==> src/rtl/cpu_types_pkg.sv <==
// Shared CPU-side types: bus word, RAM status codes and the arbiter state encoding.
package cpu_types_pkg;

    localparam int CPU_WORD_W = 32;

    typedef logic [CPU_WORD_W-1:0] word_t;

    typedef enum logic [1:0] {
        FREE   = 2'd0,
        BUSY   = 2'd1,
        ACCESS = 2'd2,
        ERROR  = 2'd3
    } ramstate_t;

    typedef enum logic [1:0] {
        IDLE   = 2'd0,
        DGRANT = 2'd1,
        IGRANT = 2'd2
    } arb_state_t;

endpackage

==> src/rtl/memory_arbiter.sv <==
// Shares one RAM port between the icache and dcache: dcache has priority, but a
// bounded run of data grants with an instruction fetch pending forces an icache grant.
module memory_arbiter
    import cpu_types_pkg::*;
#(
    parameter int WORD_W       = CPU_WORD_W,
    parameter int STARVE_LIMIT = 4
) (
    input  logic              CLK,
    input  logic              nRST,
    input  logic              iREN,
    input  logic [WORD_W-1:0] iaddr,
    input  logic              dREN,
    input  logic              dWEN,
    input  logic [WORD_W-1:0] daddr,
    input  logic [WORD_W-1:0] dstore,
    output logic              iwait,
    output logic              dwait,
    output logic [WORD_W-1:0] iload,
    output logic [WORD_W-1:0] dload,
    output logic              bus_err,
    output logic              ramREN,
    output logic              ramWEN,
    output logic [WORD_W-1:0] ramaddr,
    output logic [WORD_W-1:0] ramstore,
    input  logic [WORD_W-1:0] ramload,
    input  logic [1:0]        ramstate
);

    localparam logic [3:0] LIMIT = 4'(STARVE_LIMIT);

    arb_state_t        state_reg, state_next;
    logic [3:0]        starve_cnt_reg, starve_cnt_next;
    logic [WORD_W-1:0] iload_reg, dload_reg;

    ramstate_t rs;
    logic      d_req;
    logic      starved;
    logic      grant_live;
    logic      done;
    logic      err;

    assign rs      = ramstate_t'(ramstate);
    assign d_req   = dREN | dWEN;
    assign starved = iREN && (starve_cnt_reg == LIMIT);

    // A grant is only live while its requester keeps asking; withdrawal cancels it.
    always_comb begin
        grant_live = 1'b0;
        case (state_reg)
            DGRANT:  grant_live = d_req;
            IGRANT:  grant_live = iREN;
            default: grant_live = 1'b0;
        endcase
    end

    assign done = grant_live && (rs == ACCESS);
    assign err  = grant_live && (rs == ERROR);

    always_ff @(posedge CLK or negedge nRST) begin
        if (!nRST) begin
            state_reg <= IDLE;
        end else begin
            state_reg <= state_next;
        end
    end

    always_ff @(posedge CLK or negedge nRST) begin
        if (!nRST) begin
            starve_cnt_reg <= '0;
            iload_reg      <= '0;
            dload_reg      <= '0;
        end else begin
            starve_cnt_reg <= starve_cnt_next;
            if (done && state_reg == IGRANT) begin
                iload_reg <= ramload;
            end
            if (done && state_reg == DGRANT) begin
                dload_reg <= ramload;
            end
        end
    end

    always_comb begin
        state_next      = state_reg;
        starve_cnt_next = starve_cnt_reg;
        case (state_reg)
            IDLE: begin
                if (!iREN) begin
                    starve_cnt_next = '0;
                end
                if (d_req && !starved) begin
                    state_next = DGRANT;
                end else if (iREN) begin
                    state_next = IGRANT;
                end
            end
            DGRANT: begin
                if (!grant_live || err || done) begin
                    state_next = IDLE;
                end
                if (done && iREN && starve_cnt_reg != LIMIT) begin
                    starve_cnt_next = starve_cnt_reg + 4'd1;
                end
            end
            IGRANT: begin
                if (!grant_live || err || done) begin
                    state_next = IDLE;
                end
                if (done) begin
                    starve_cnt_next = '0;
                end
            end
            default: state_next = IDLE;
        endcase
    end

    // Load outputs pass ramload through in the completion cycle so the cache sees it with wait low.
    always_comb begin
        ramREN   = 1'b0;
        ramWEN   = 1'b0;
        ramaddr  = '0;
        ramstore = '0;
        iwait    = 1'b1;
        dwait    = 1'b1;
        iload    = iload_reg;
        dload    = dload_reg;
        bus_err  = err;
        case (state_reg)
            DGRANT: begin
                ramaddr  = daddr;
                ramstore = dstore;
                ramWEN   = dWEN;
                ramREN   = dREN && !dWEN;
                if (done) begin
                    dwait = 1'b0;
                    dload = ramload;
                end
            end
            IGRANT: begin
                ramaddr = iaddr;
                ramREN  = iREN;
                if (done) begin
                    iwait = 1'b0;
                    iload = ramload;
                end
            end
            default: ;
        endcase
    end

endmodule

==> config.mk <==
export PLATFORM = sky130hd
export DESIGN_NAME = memory_arbiter
export DESIGN_NICKNAME = d
export VERILOG_FILES = /design/src/rtl/cpu_types_pkg.sv /design/src/rtl/memory_arbiter.sv
export SDC_FILE = /design/constraint.sdc
export NUM_CORES = 1
export LEC_CHECK = 0
export CAP_MARGIN = 10
export CORE_UTILIZATION = 34
export CTS_CLUSTER_DIAMETER = 100
export CTS_CLUSTER_SIZE = 14
export DETAILED_ROUTE_END_ITERATION = 10
export GPL_TIMING_DRIVEN = 0
export PLACE_DENSITY_LB_ADDON = 0.25
export SLEW_MARGIN = 15
export SYNTH_ARGS = -nofsm -noshare
export SYNTH_HDL_FRONTEND = slang
export SYNTH_SLANG_ARGS = --single-unit
==> constraint.sdc <==
create_clock -name CLK -period 6.89 [get_ports CLK]
set_input_delay 1.378 -clock CLK [delete_from_list [all_inputs] [get_ports CLK]]
set_output_delay 1.378 -clock CLK [all_outputs]
set_load 0.005 [all_outputs]
## Word-level counts from Yosys, hierarchy flattened

Cells that the tools add are included.

| storage, ports and cells | value |
|---|---|
| bits in latches | 0 |
| memories | 0 |
| register bits | 70 |
| RAM bits | 0 |
| memory bits (read-only) | 0 |

| cells by class | value |
|---|---|
| multiply operators | 0 |
| $lt $le $gt $ge | 0 |
| mux-type cells | 20 |
| bitwise gates (word level) | 1 |
| equality and inequality tests | 11 |
| $add $sub $neg | 1 |
| shift operators | 0 |
| reductions and logical operators | 19 |
| div/mod/pow operators | 0 |

Operators by type and width:

| cell | number |
|---|---|
| 32-bit two-way mux | 5 |
| 32-bit case mux with 2 select lines | 1 |
| 4-bit two-way mux | 3 |
| 4-bit case mux with 3 select lines | 1 |
| 1-bit logical AND | 9 |
| 2-bit == test, second input constant | 3 |
| 2-bit two-way mux | 3 |
| 4-bit by 1-bit adder with 4-bit output, second input constant | 1 |
| 4-bit by 3-bit == test with 1-bit output, second input constant | 1 |
| 1-bit two-way mux | 4 |
| 2-bit by 1-bit != test with 1-bit output, second input constant | 2 |
| 2-bit != test, second input constant | 2 |
| 4-bit by 3-bit != test with 1-bit output, second input constant | 1 |
| 1-bit case mux with 2 select lines | 2 |
| 2-bit case mux with 2 select lines | 1 |
| 4-bit AND reduction | 1 |
| 1-bit zero test | 3 |
| 3-bit != test, second input constant | 1 |
| 3-bit nonzero test | 1 |
| 2-bit by 1-bit == test with 1-bit output, second input constant | 1 |
| 2-bit zero test | 1 |
| 1-bit logical OR | 2 |
| 2-bit AND reduction | 1 |
| 2-bit OR reduction | 1 |
| 1-bit OR | 1 |

## Depth between registers and ports, before layout

| depth | value |
|---|---|
| depth in word-level cells | 7 |
| depth in mapped cells | 9 |
| depth with buffers taken out | 6 |

## Worst setup path before layout

No wires, ideal clock.

| path | value |
|---|---|
| path type | input -> output |
| start | input port dREN |
| end | output port iload[0] |
| path buffers | 2 |
| arrival time | 2.440 ns |
| stages | 6 |
| slack | 3.072 ns |
| cells stage by stage | o21ai_1 -> a21oi_4 -> nand3_2 -> buf_6 -> buf_6 -> mux2_4 |

| on the way | value |
|---|---|
| longest elaborated chain between the ends | 5 |

RTL lines:

| what | line | source |
|---|---|---|
| start, declared | memory_arbiter.sv:13 | `input logic dREN,` |
| 1-bit OR | memory_arbiter.sv:44 | `assign d_req = dREN \| dWEN;` |
| 1-bit case mux with 2 select lines | memory_arbiter.sv:50 | `case (state_reg)` |
| 1-bit logical AND | memory_arbiter.sv:57 | `assign done = grant_live && (rs == ACCESS);` |
| 32-bit two-way mux | memory_arbiter.sv:143 | `if (done) begin` |
| 32-bit two-way mux | memory_arbiter.sv:129 | `case (state_reg)` |
| end, declared | memory_arbiter.sv:19 | `output logic [WORD_W-1:0] iload,` |

No other way between the ends.

## Worst setup path in the final report

| path | value |
|---|---|
| start | input port dWEN |
| end | output port dload[28] |

| on the way | value |
|---|---|
| longest elaborated chain between the ends | 5 |

RTL lines:

| what | line | source |
|---|---|---|
| start, declared | memory_arbiter.sv:14 | `input logic dWEN,` |
| 1-bit OR | memory_arbiter.sv:44 |  |
| 1-bit case mux with 2 select lines | memory_arbiter.sv:50 |  |
| 1-bit logical AND | memory_arbiter.sv:57 |  |
| 32-bit two-way mux | memory_arbiter.sv:135 | `if (done) begin` |
| 32-bit two-way mux | memory_arbiter.sv:129 |  |
| end, declared | memory_arbiter.sv:20 | `output logic [WORD_W-1:0] dload,` |

No other way between the ends.

==> impl_metrics.json <==
{
  "rsz0062_at_grt": "no",
  "avgSynthCellArea_um2": 11.92,
  "cts_sinks": 70,
  "vias": 4057,
  "required_ns": 5.51,
  "dp.cells": 819,
  "ys.flop_type": "dfrtp_1",
  "crit_path_top_delay_cell": "clkdlybuf4s50_1",
  "synth_seq_cells": 70,
  "critPathTopFamily": "buffers and inverters",
  "clock_skew_ns": 0.005628,
  "crit_top_cell": "clkdlybuf4s50_1",
  "core.rowCount": 41,
  "die_height_um": 117.3,
  "yosysMostFrequentCell": "mux2_2",
  "drt-initial-drc-count": 141,
  "netlist_area_um2": 4518,
  "status": "completed",
  "fin_area_um2": 7766,
  "drt-total-wl_mm": 14.31,
  "synth_common_cells": "mux2_2 (79), dfrtp_1 (70), mux2_4 (49)",
  "power_uw": 2597,
  "antenna_found_initial": 0,
  "avgRoutedWirePerCell_um": 17.13,
  "port-buffer-count": 267,
  "h-tree-depth": 3,
  "start_kind": "input port",
  "ant_nets": 0,
  "drt-pass1-iter-count": 4,
  "drv_cap": 0,
  "ff2ff_path_depth": 6,
  "vdd_drop_max_v": 0.0001612,
  "clockBufferDepth": 2,
  "synth_nets": 520,
  "min_period_ns": 5.013,
  "finalHoldViolCount": 0,
  "slew_violations": 0,
  "nNetsFinal": 799,
  "drt-vias-per-instance": 4.859,
  "grt_pass1_vias": 4164,
  "hold_buffers": 0,
  "dieArea_um2": 13750,
  "tightest_slew_ns": 0.4937,
  "endpoint_kind": "output pin",
  "start_util": 0.3537,
  "fmax_ghz": 0.1995,
  "synth_async_sr_flop_share": 1.000,
  "leakage_uw": 0.003407,
  "cts.clk_slew.worst_paths_ns": 0.05,
  "critPathMaxFanout": 10,
  "critPathBufInv": 3,
  "fin_tns_setup_ns": 0,
  "worstHoldPathType": "reg2reg",
  "grt-ovfl-total": 0,
  "timing.rr.end": "dload_reg[30]",
  "endpoint": "dload[28]",
  "synth_top_area_frac": 0.3877,
  "grt_max_degree": 57,
  "crit_cells": 7,
  "path_class": "in2out",
  "cp_slowest_stage_delay_ns": 0.48,
  "slew_headroom": 0.6698,
  "cts_tree": "done",
  "grt_pass1_wl_mm": 21.32,
  "yosys.cell_types.count": 39,
  "worstPathArrival_ns": 3.64,
  "drive_gt1_frac": 0.2489,
  "hpwl_mm": 11.39,
  "timing.hold.ws_ns": 0.4998,
  "syn2layout_area_growth_pct": 71.89,
  "fin_crit_sh": 0.7276,
  "cts_buffers": 9,
  "clk_latency_ns": 0.33,
  "gp_congestion": 0.8977,
  "path_cells": "clkdlybuf4s50_1 > o21ai_1 > a21oi_4 > nand3_2 > buf_2 > mux2_2 > clkdlybuf4s50_1",
  "drcViolationCount": 0,
  "rr_startpoint": "state_reg[0]",
  "cts_setup_buffers": 0,
  "cp-startpoint": "dWEN",
  "antenna-diode-count": 0,
  "reg2reg_slack_ns": 4.70,
  "yosys.area.top_type": "dfrtp_1",
  "syn_inst": 379,
  "final_cells": 835,
  "fp.dieW_um": 117.3,
  "yosysSeqAreaShare": 0.3877,
  "clock-root-buffer": "clkbuf_16",
  "synth_enable_flop_cells": 0,
  "ios": 268,
  "synth.area.top_cells": "dfrtp_1 (39%), mux2_2 (20%), mux2_4 (16%)",
  "finalSetupViolCount": 0,
  "grtUsageTotal": 0.2070,
  "core_um2": 12770,
  "ys_warn_count": 0,
  "powerDensity_nw_per_um2": 334.4,
  "post_cts_resize_count": 0,
  "placed_area_um2": 7431
}
==> area by class of cell <==
class                      instances  area [um^2]
buffer                            28        180.2
clock buffer                      13        270.3
clock inverter                     3        65.06
fill                            1051         5007
inverter                           9        33.78
multi-input combinational        272         2552
sequential                        70         1752
tap                              172        215.2
timing repair buffer             268         2698
==> worst reg2reg max path: stages, from the launching register on <==
cell	delay (ns)
dfrtp_1	0.40
inv_1	0.09
ha_1	0.32
nand3b_1	0.17
a211oi_4	0.50
buf_6	0.24
mux2_2	0.35
==> kinds of logic after synthesis <==
logic type,after synthesis,share of synthesized area
AO/OA/AOI/OAI,49,0.08308
buffers and inverters,37,0.04735
adder cells (fa/ha/maj),6,0.01662
AND/OR/NAND/NOR,88,0.1033
multiplexers,129,0.3619
flip-flops,70,0.3877
==> cell usage in the layout, fill, tap and decap left out, drive strengths merged, types with 4 or more instances in the layout <==
| master | n |
|---|---|
| dfrtp | 70 |
| o21ai | 4 |
| clkdlybuf4s50 | 266 |
| inv | 8 |
| ha | 6 |
| a22oi | 32 |
| buf | 21 |
| nand3 | 4 |
| nor2 | 34 |
| clkbuf | 22 |
| and2 | 33 |
| mux2 | 128 |
==> report_power, final <==
group	switching, uW	internal [uW]	leakage [uW]
registers	75.7	565	0.000914
logic	521	918	0.00233
clock network	171	346	0.000166
==> routing by layer <==
metal / track usage / wire, um
met1: 0.2274 / 5496
met2: 0.3667 / 7275
met3: 0.06540 / 1111
met4: 0.08945 / 421
met5: 0 / 0
==> how the worst min path moves through the flow <==
| stage | slack [ns] | to | startpoint | cells past startpoint |
|---|---|---|---|---|
| finish | 0.50 | dload_reg[12] | dload_reg[12] | 1 |
| global route | 0.52 | dload_reg[11] | dload_reg[11] | 1 |
| CTS | 0.50 | dload_reg[25] | dload_reg[25] | 1 |
| detailed placement | 0.49 | dload_reg[24] | dload_reg[24] | 1 |
| global placement | 0.48 | dload_reg[0] | dload_reg[0] | 1 |
| floorplan | 0.47 | starve_cnt_reg[3] | starve_cnt_reg[3] | 1 |
==> through the flow <==
step / util / setup slack [ns]
floorplan: - / 3.072
global placement: 0.5798 / 1.854
detailed placement: 0.5817 / 1.856
CTS: 0.6080 / 1.849
global route: 0.6080 / 1.722
finish: 0.6080 / 1.877
No activity file was read; power rests on OpenSTA's default activity.
